### config.mk
export PLATFORM = sky130hd
export DESIGN_NAME = seq_always_serializer
export DESIGN_NICKNAME = d
export VERILOG_FILES = /design/src/rtl/seq_always_pkg.sv /design/src/rtl/seq_always_serializer.sv
export SDC_FILE = /design/constraint.sdc
export NUM_CORES = 1
export LEC_CHECK = 0
export ABC_AREA = 1
export BUFFER_PORTS_ARGS = -buffer_cell sky130_fd_sc_hd__buf_2
export CELL_PAD_IN_SITES_DETAIL_PLACEMENT = 1
export CELL_PAD_IN_SITES_GLOBAL_PLACEMENT = 1
export CORE_UTILIZATION = 33
export DETAILED_ROUTE_END_ITERATION = 8
export PLACE_DENSITY = 0.81
export REMOVE_ABC_BUFFERS = 1
export SETUP_SLACK_MARGIN = 0.2
export SYNTH_ARGS = -nofsm -noshare
export SYNTH_HDL_FRONTEND = slang
export SYNTH_SLANG_ARGS = --single-unit
### constraint.sdc
create_clock -name clk -period 1.2 [get_ports clk]
set_clock_uncertainty 0.05 [all_clocks]
set_input_delay 0.06 -clock clk [delete_from_list [all_inputs] [get_ports clk]]
set_output_delay 0.06 -clock clk [all_outputs]
set_load 0.02 [all_outputs]
### src/rtl/seq_always_pkg.sv
// Shared types and constants for the bit-serial word serializer.
// Mode bit indices select the shift order and the optional even-parity beat.
package seq_always_pkg;

  typedef enum logic [1:0] {
    ST_IDLE   = 2'd0,
    ST_SHIFT  = 2'd1,
    ST_PARITY = 2'd2
  } state_e;

  localparam int MODE_LSB_FIRST = 0;
  localparam int MODE_PARITY    = 1;

endpackage : seq_always_pkg

### src/rtl/seq_always_serializer.sv
// Parallel-to-serial converter: latches one word in IDLE, emits it one bit per
// accepted beat (MSB- or LSB-first), optionally followed by an even-parity beat.
module seq_always_serializer
  import seq_always_pkg::*;
#(
  parameter int WIDTH = 4
) (
  input  logic             clk,
  input  logic             rst_n,
  input  logic             in_valid,
  output logic             in_ready,
  input  logic [WIDTH-1:0] in_data,
  input  logic [1:0]       in_mode,
  output logic             out_valid,
  input  logic             out_ready,
  output logic             out_bit,
  output logic             out_last,
  output logic             busy
);

  localparam int             CW       = $clog2(WIDTH);
  localparam logic [CW-1:0]  CNT_LAST = CW'(WIDTH - 1);

  state_e           state_q;
  logic [CW-1:0]    cnt_q;
  logic [WIDTH-1:0] word_q;
  logic [1:0]       mode_q;
  logic [CW-1:0]    bit_idx_s;

  function automatic logic even_parity(input logic [WIDTH-1:0] w);
    return ^w;
  endfunction

  // State, beat counter and the latched word/mode; beats only advance on a handshake.
  always_ff @(posedge clk or negedge rst_n) begin
    if (!rst_n) begin
      state_q <= ST_IDLE;
      cnt_q   <= {CW{1'b0}};
      word_q  <= {WIDTH{1'b0}};
      mode_q  <= 2'b00;
    end else begin
      case (state_q)
        ST_IDLE: begin
          if (in_valid) begin
            word_q  <= in_data;
            mode_q  <= in_mode;
            cnt_q   <= {CW{1'b0}};
            state_q <= ST_SHIFT;
          end
        end
        ST_SHIFT: begin
          if (out_ready) begin
            if (cnt_q == CNT_LAST) begin
              state_q <= mode_q[MODE_PARITY] ? ST_PARITY : ST_IDLE;
            end else begin
              cnt_q <= cnt_q + CW'(1);
            end
          end
        end
        ST_PARITY: begin
          if (out_ready) begin
            state_q <= ST_IDLE;
          end
        end
        default: begin
          state_q <= ST_IDLE;
        end
      endcase
    end
  end

  // Output decode from registered state only; in_ready is the sole handshake output.
  always_comb begin
    in_ready  = 1'b0;
    out_valid = 1'b0;
    out_bit   = 1'b0;
    out_last  = 1'b0;
    busy      = 1'b1;
    bit_idx_s = mode_q[MODE_LSB_FIRST] ? cnt_q : (CNT_LAST - cnt_q);
    case (state_q)
      ST_IDLE: begin
        in_ready = 1'b1;
        busy     = 1'b0;
      end
      ST_SHIFT: begin
        out_valid = 1'b1;
        out_bit   = word_q[bit_idx_s];
        // The data beat is final only when no parity beat follows it.
        out_last  = (cnt_q == CNT_LAST) && !mode_q[MODE_PARITY];
      end
      ST_PARITY: begin
        out_valid = 1'b1;
        out_bit   = even_parity(word_q);
        out_last  = 1'b1;
      end
      default: begin
        in_ready  = 1'b0;
        out_valid = 1'b0;
        out_bit   = 1'b0;
        out_last  = 1'b0;
        busy      = 1'b1;
      end
    endcase
  end

endmodule : seq_always_serializer

* Yosys cells after proc, flatten, opt, wreduce, memory -nomap -nowiden *
Cells that the tools add are included.

operators by class
  $add $sub $neg = 2
  $mul = 0
  divide/modulo/power cells = 0
  $lt $le $gt $ge = 1
  equality and inequality tests = 8
  shift-type cells = 0
  multiplexer cells = 18
  bitwise gates (word level) = 0
  reduce and logical (&&, ||, !) cells = 9

operators with widths
  kind                 number
  $mux 2               9
  $ne 2x2->1 const B   5
  $reduce_and 4->1     2
  $pmux 2 s3           1
  $eq 2x2->1 const B   2
  $mux 1               4
  $pmux 1 s2           2
  $pmux 2 s2           1
  $reduce_xor 4->1     1
  $lt 2x3->1 const B   1
  $add 2x1->2 const B  1
  $bmux 1 s2           1
  $eq 2x1->1 const B   1
  $logic_not 2->1      1
  $reduce_and 2->1     1
  $reduce_bool 2->1    1
  $reduce_or 2->1      1
  $sub 2x2->2 const A  1
  $logic_and 1x1->1    1
  $logic_not 1->1      1

storage, ports and cells
  register bits = 10
  latch bits = 0
  bits in writable memories = 0
  ROM bits = 0
  output and inout port bits = 5
  word-level logic and storage cells = 42
  memories kept = 0

* Depth between registers and ports, before layout *
  depth after elaboration = 5
  gate-level depth with buffers = 8

* Worst setup path after synthesis *
OpenSTA, ideal clock, no wires.

  path kind = register to register
  from = register state_q[0]
  to = register cnt_q[0]
  library setup time = 0.128 ns
  arrival time = 1.378 ns
  data required time = 1.022 ns
  path slack = -0.356 ns
  cell stages (with the launch flop) = 8
  buffers on the path = 0
  cells stage by stage = dfrtp_1 -> inv_1 -> ha_1 -> inv_1 -> o21ai_0 -> inv_1 -> o21ai_0 -> o31ai_1

on the way
  cells in the longest elaborated chain, start to end = 3

ends and longest elaborated chain
  what                                                              RTL line                     source
  from (decl)                                                       seq_always_serializer.sv:24  state_e state_q;
  from (signal assigned)                                            seq_always_serializer.sv:54  state_q <= mode_q[MODE_PARITY] ? ST_PARITY : ST_IDLE;
  $eq 2x1->1 or $logic_not 2->1 (tied branches)                     seq_always_serializer.sv:42  case (state_q)
  $ne 2x2->1 (no source line) or $reduce_bool 2->1 (tied branches)  -
  $reduce_and 4->1 (no source line)                                 -
  to (signal assigned)                                              seq_always_serializer.sv:38  cnt_q <= {CW{1'b0}};
  to (signal assigned)                                              seq_always_serializer.sv:47  cnt_q <= {CW{1'b0}};
  to (signal assigned)                                              seq_always_serializer.sv:56  cnt_q <= cnt_q + CW'(1);
  to (decl)                                                         seq_always_serializer.sv:25  logic [CW-1:0] cnt_q;

Parallel ways exist; a longest one is shown, timed or not.
A chain may end at the register's enable or synchronous reset.

* Final worst setup path *
  from = register cnt_q[0]
  to = output out_bit

on the way
  cells in the longest elaborated chain, start to end = 5

ends and longest elaborated chain
  what                            RTL line                     source
  $sub 2x2->2                     seq_always_serializer.sv:79  bit_idx_s = mode_q[MODE_LSB_FIRST] ? cnt_q : (CNT_LAST - cnt_q);
  $mux 2 *                        seq_always_serializer.sv:79
  $bmux 1 s2 *                    seq_always_serializer.sv:87  out_bit = word_q[bit_idx_s];
  $mux 1 (not written as such) *  seq_always_serializer.sv:87
  $pmux 1 s2 *                    seq_always_serializer.sv:80  case (state_q)
  to (decl)                       seq_always_serializer.sv:16  output logic out_bit,

Every way passes the cells marked *; elsewhere a longest branch is shown, timed or not. The select of a mux whose other input is x is not followed.

==> metrics.txt <==
clock power share=under 10%; Initial Utilization=between 30% and 40%; Compound-Gate Fraction of Synth Area=between 10 and 15%; NumNets Final=about 140; Setup violations, final=15; CP peak stage delay=roughly 440 ps; total number of vias=just under 800; CP startpoint=cnt_q[0]; H-tree depth=1; IO Port Bufs=14; fin worst setup slack=-577.1 ps; largest family of logic cells by synthesized area=simple AND/OR/NAND/NOR gates; Tcrit/Tclk final=148.1%; core area=~1800 um2; yosys warns=0; WL final=between 3000 and 4000 um; RSZ-0062 raised after global routing=true; ANT nets after route=0; syn_area_per_cell=between 8 and 9 um2; reg2reg setup slack=-330 ps; cts bufs inserted=3; Sw Pwr=1.904 mW; root buffer cell=clkbuf_4; Fmax=about 560 MHz; P_int=2.003 mW; largest net degree at the start of global routing=11; setup_tns=-3388 ps; Crit Path Category=flop to primary output; global placement routability congestion=0.7541; Pins Over Slew Limit=0; Avg WL per Cell=about 23 um; Post-Synthesis Cells=76; synthesized flop and latch total=10; worst-path cell chain=inv_1, nand2_1, nand3b_1, nand3_2, nand2_2, nand2_2, a21oi_2, buf_6; Tmin final=between 1500 and 2000 ps; FF-to-FF End=state_q[0]; FFs w/ async S/R, synth=between 90% and 100%; xor/xnor cell area share of the yosys netlist=approximately 5.6%; worst slew pin tran=approximately 280 ps; Slew HR=81.31%; status=finished with violations; # rows=15; die area=between 2000 and 2500 um2; failing checks=negative setup slack; post-synthesis mux area share=~5.4%; hpwl dp=between 1000 and 1500 um; Leak Pwr=about 0.57 nW; clk slew on worst S/H paths=90 ps; GR Overflow Total=0; Vias/cell=between 5 and 6; vias in the first global route=796; Synth Area in Simple Gates=20.08%; diode count=0; CTS tree=done; Peak VDD IR=around 1.6 mV; Die X-Extent=about 46 um; GRT Util Overall=a little over a quarter; Sequential Power Share=18.1%; Clock Path Buffers=2; Crit Path Max Fanout=3; Synth Area in Adders=between 7 and 8%; reg2reg start=state_q[0]; Residual DRC=0; EDFF count, synth=0; Crit path top cell by count=nand2_2; P&R area growth vs syn=96.02%; initial antenna violation count=0; Critical Path Sink=out_bit; Finished Core Util=69.93%; Max Cap Viol=0; Sw Share=between 40 and 50%; CP required=between 1000 and 1500 ps; crit start category=flop; layout cells sized above 1=65.83%; DRT Pass-1 Iters=5; Comb pwr share=about 76%; Main synth FF type=dfrtp_1; Die H=between 40 and 50 um; register area share after synthesis=around two fifths; worst r2r path cells=8; mapped cell area=629.4 um2; crit path max-delay cell type=dfrtp_1; Netlist cell types=18; # IOs=15; crit path DAT=between 1500 and 2000 ps; Clk Latency, worst-skew pair=roughly 250 ps; Clock Sinks=10; PwrDens=3167 nW/um2; first-pass GRT wire length=around 3600 um; final hold viol count=0; Worst Hold Class=input port to flop; Critical Path End Type=primary output; drt first-iter violations=22
-- critical path, delay by kind of cell (launching register included) --
family          cells  cell delay (ps)
buf+inv             2              250
compound gates      1              150
flops               1              440
simple gates        5              580
-- how the worst min path moves through the flow --
stage	start	to	slack, ps	depth (start not counted)
floorplan	rst_n	cnt_q[0]	-290	0
finish	in_data[0]	word_q[0]	40	3
detailed placement	rst_n	mode_q[0]	-110	1
global route	in_data[0]	word_q[0]	40	3
global placement	rst_n	mode_q[0]	-120	1
CTS	in_data[0]	word_q[0]	20	3
-- power groups by stage --
stage	combinational [mW]	clock, mW	sequential (mW)
after floorplan	0.936	0	0.614
after global placement	1.42	0	0.625
after detailed placement	1.49	0	0.634
after CTS	2.01	0.240	0.646
after global routing	3.06	0.254	0.714
final	2.95	0.243	0.709
-- area by class of cell --
type                       instances  area, um2
fill                             193      530.5
multi-input combinational         52      509.2
timing repair buffer              41      356.6
sequential                        10      251.5
inverter                          14      62.56
tap                               25      31.28
clock buffer                       3      22.52
-- cell usage in the layout, fill, tap and decap left out, types with 4 or more instances in the layout --
master and count:
buf_6 13, buf_4 12, dfrtp_1 9, buf_2 9, inv_1 7, nand2_1 6, dlygate4sd3_1 6, nor2_4 5
nand2_2 5, a21oi_2 5, inv_2 4, o21ai_2 4
-- cell families after synthesis --
family | Yosys count
buf+inv | 14
mux | 3
flops | 10
compound gates | 13
fa+ha+maj | 4
simple gates | 28
xor+xnor | 4
-- synth_stat cells (2+ instances only) --
cell       n  area share (%)
ha_1       4             8.0
inv_1     14             8.3
nand2_1   13             7.8
nand3_1    5             4.0
nand3b_1   2             2.4
xor2_1     2             2.8
o31ai_1    2             2.4
mux2_2     3             5.4
o21ai_0    5             4.0
dfrtp_1   10              40
a21oi_1    4             3.2
xnor2_1    2             2.8
nor2_1     5             3.0
-- registers in the layout (all words and copies together), names as in the netlist --
register,count
mode_q,2
word_q,4
cnt_q,2
state_q,2
-- per-layer routing --
metal / share of wire, % / global-route usage (%) / vias up
li1: - / - / 333
met1: 38 / 26.47 / 390
met2: 54 / 48.00 / 39
met3: 3.9 / 3.571 / 12
met4: 3.7 / 23.03 / 0
met5: 0 / 0 / -
-- through the flow --
stage / instance area (um2) / hold WS [ps] / power, mW / worst slack (ps) / cells
after floorplan: 629.4 / -285.6 / 1.550 / -355.8 / 76
after global placement: 820.8 / -118.2 / 2.048 / -182.6 / 127
after detailed placement: 820.8 / -113.2 / 2.125 / -251.4 / 127
after CTS: 1046 / 20.87 / 2.898 / -360.4 / 140
after global routing: 1234 / 37.26 / 4.027 / -599.3 / 145
final: 1234 / 40.89 / 3.907 / -577.1 / 145
-- timing repair --
item / 4_1_cts / 5_1_grt
setup buffers: 4 / 5
pin swaps: 7 / 15
resized for setup: 39 / 40
hold buffers: 6 / 0
hold endpoints to repair: 15 / 0
setup endpoints to repair: 15 / 15
Note: power is estimated with default switching activity, not from simulation.
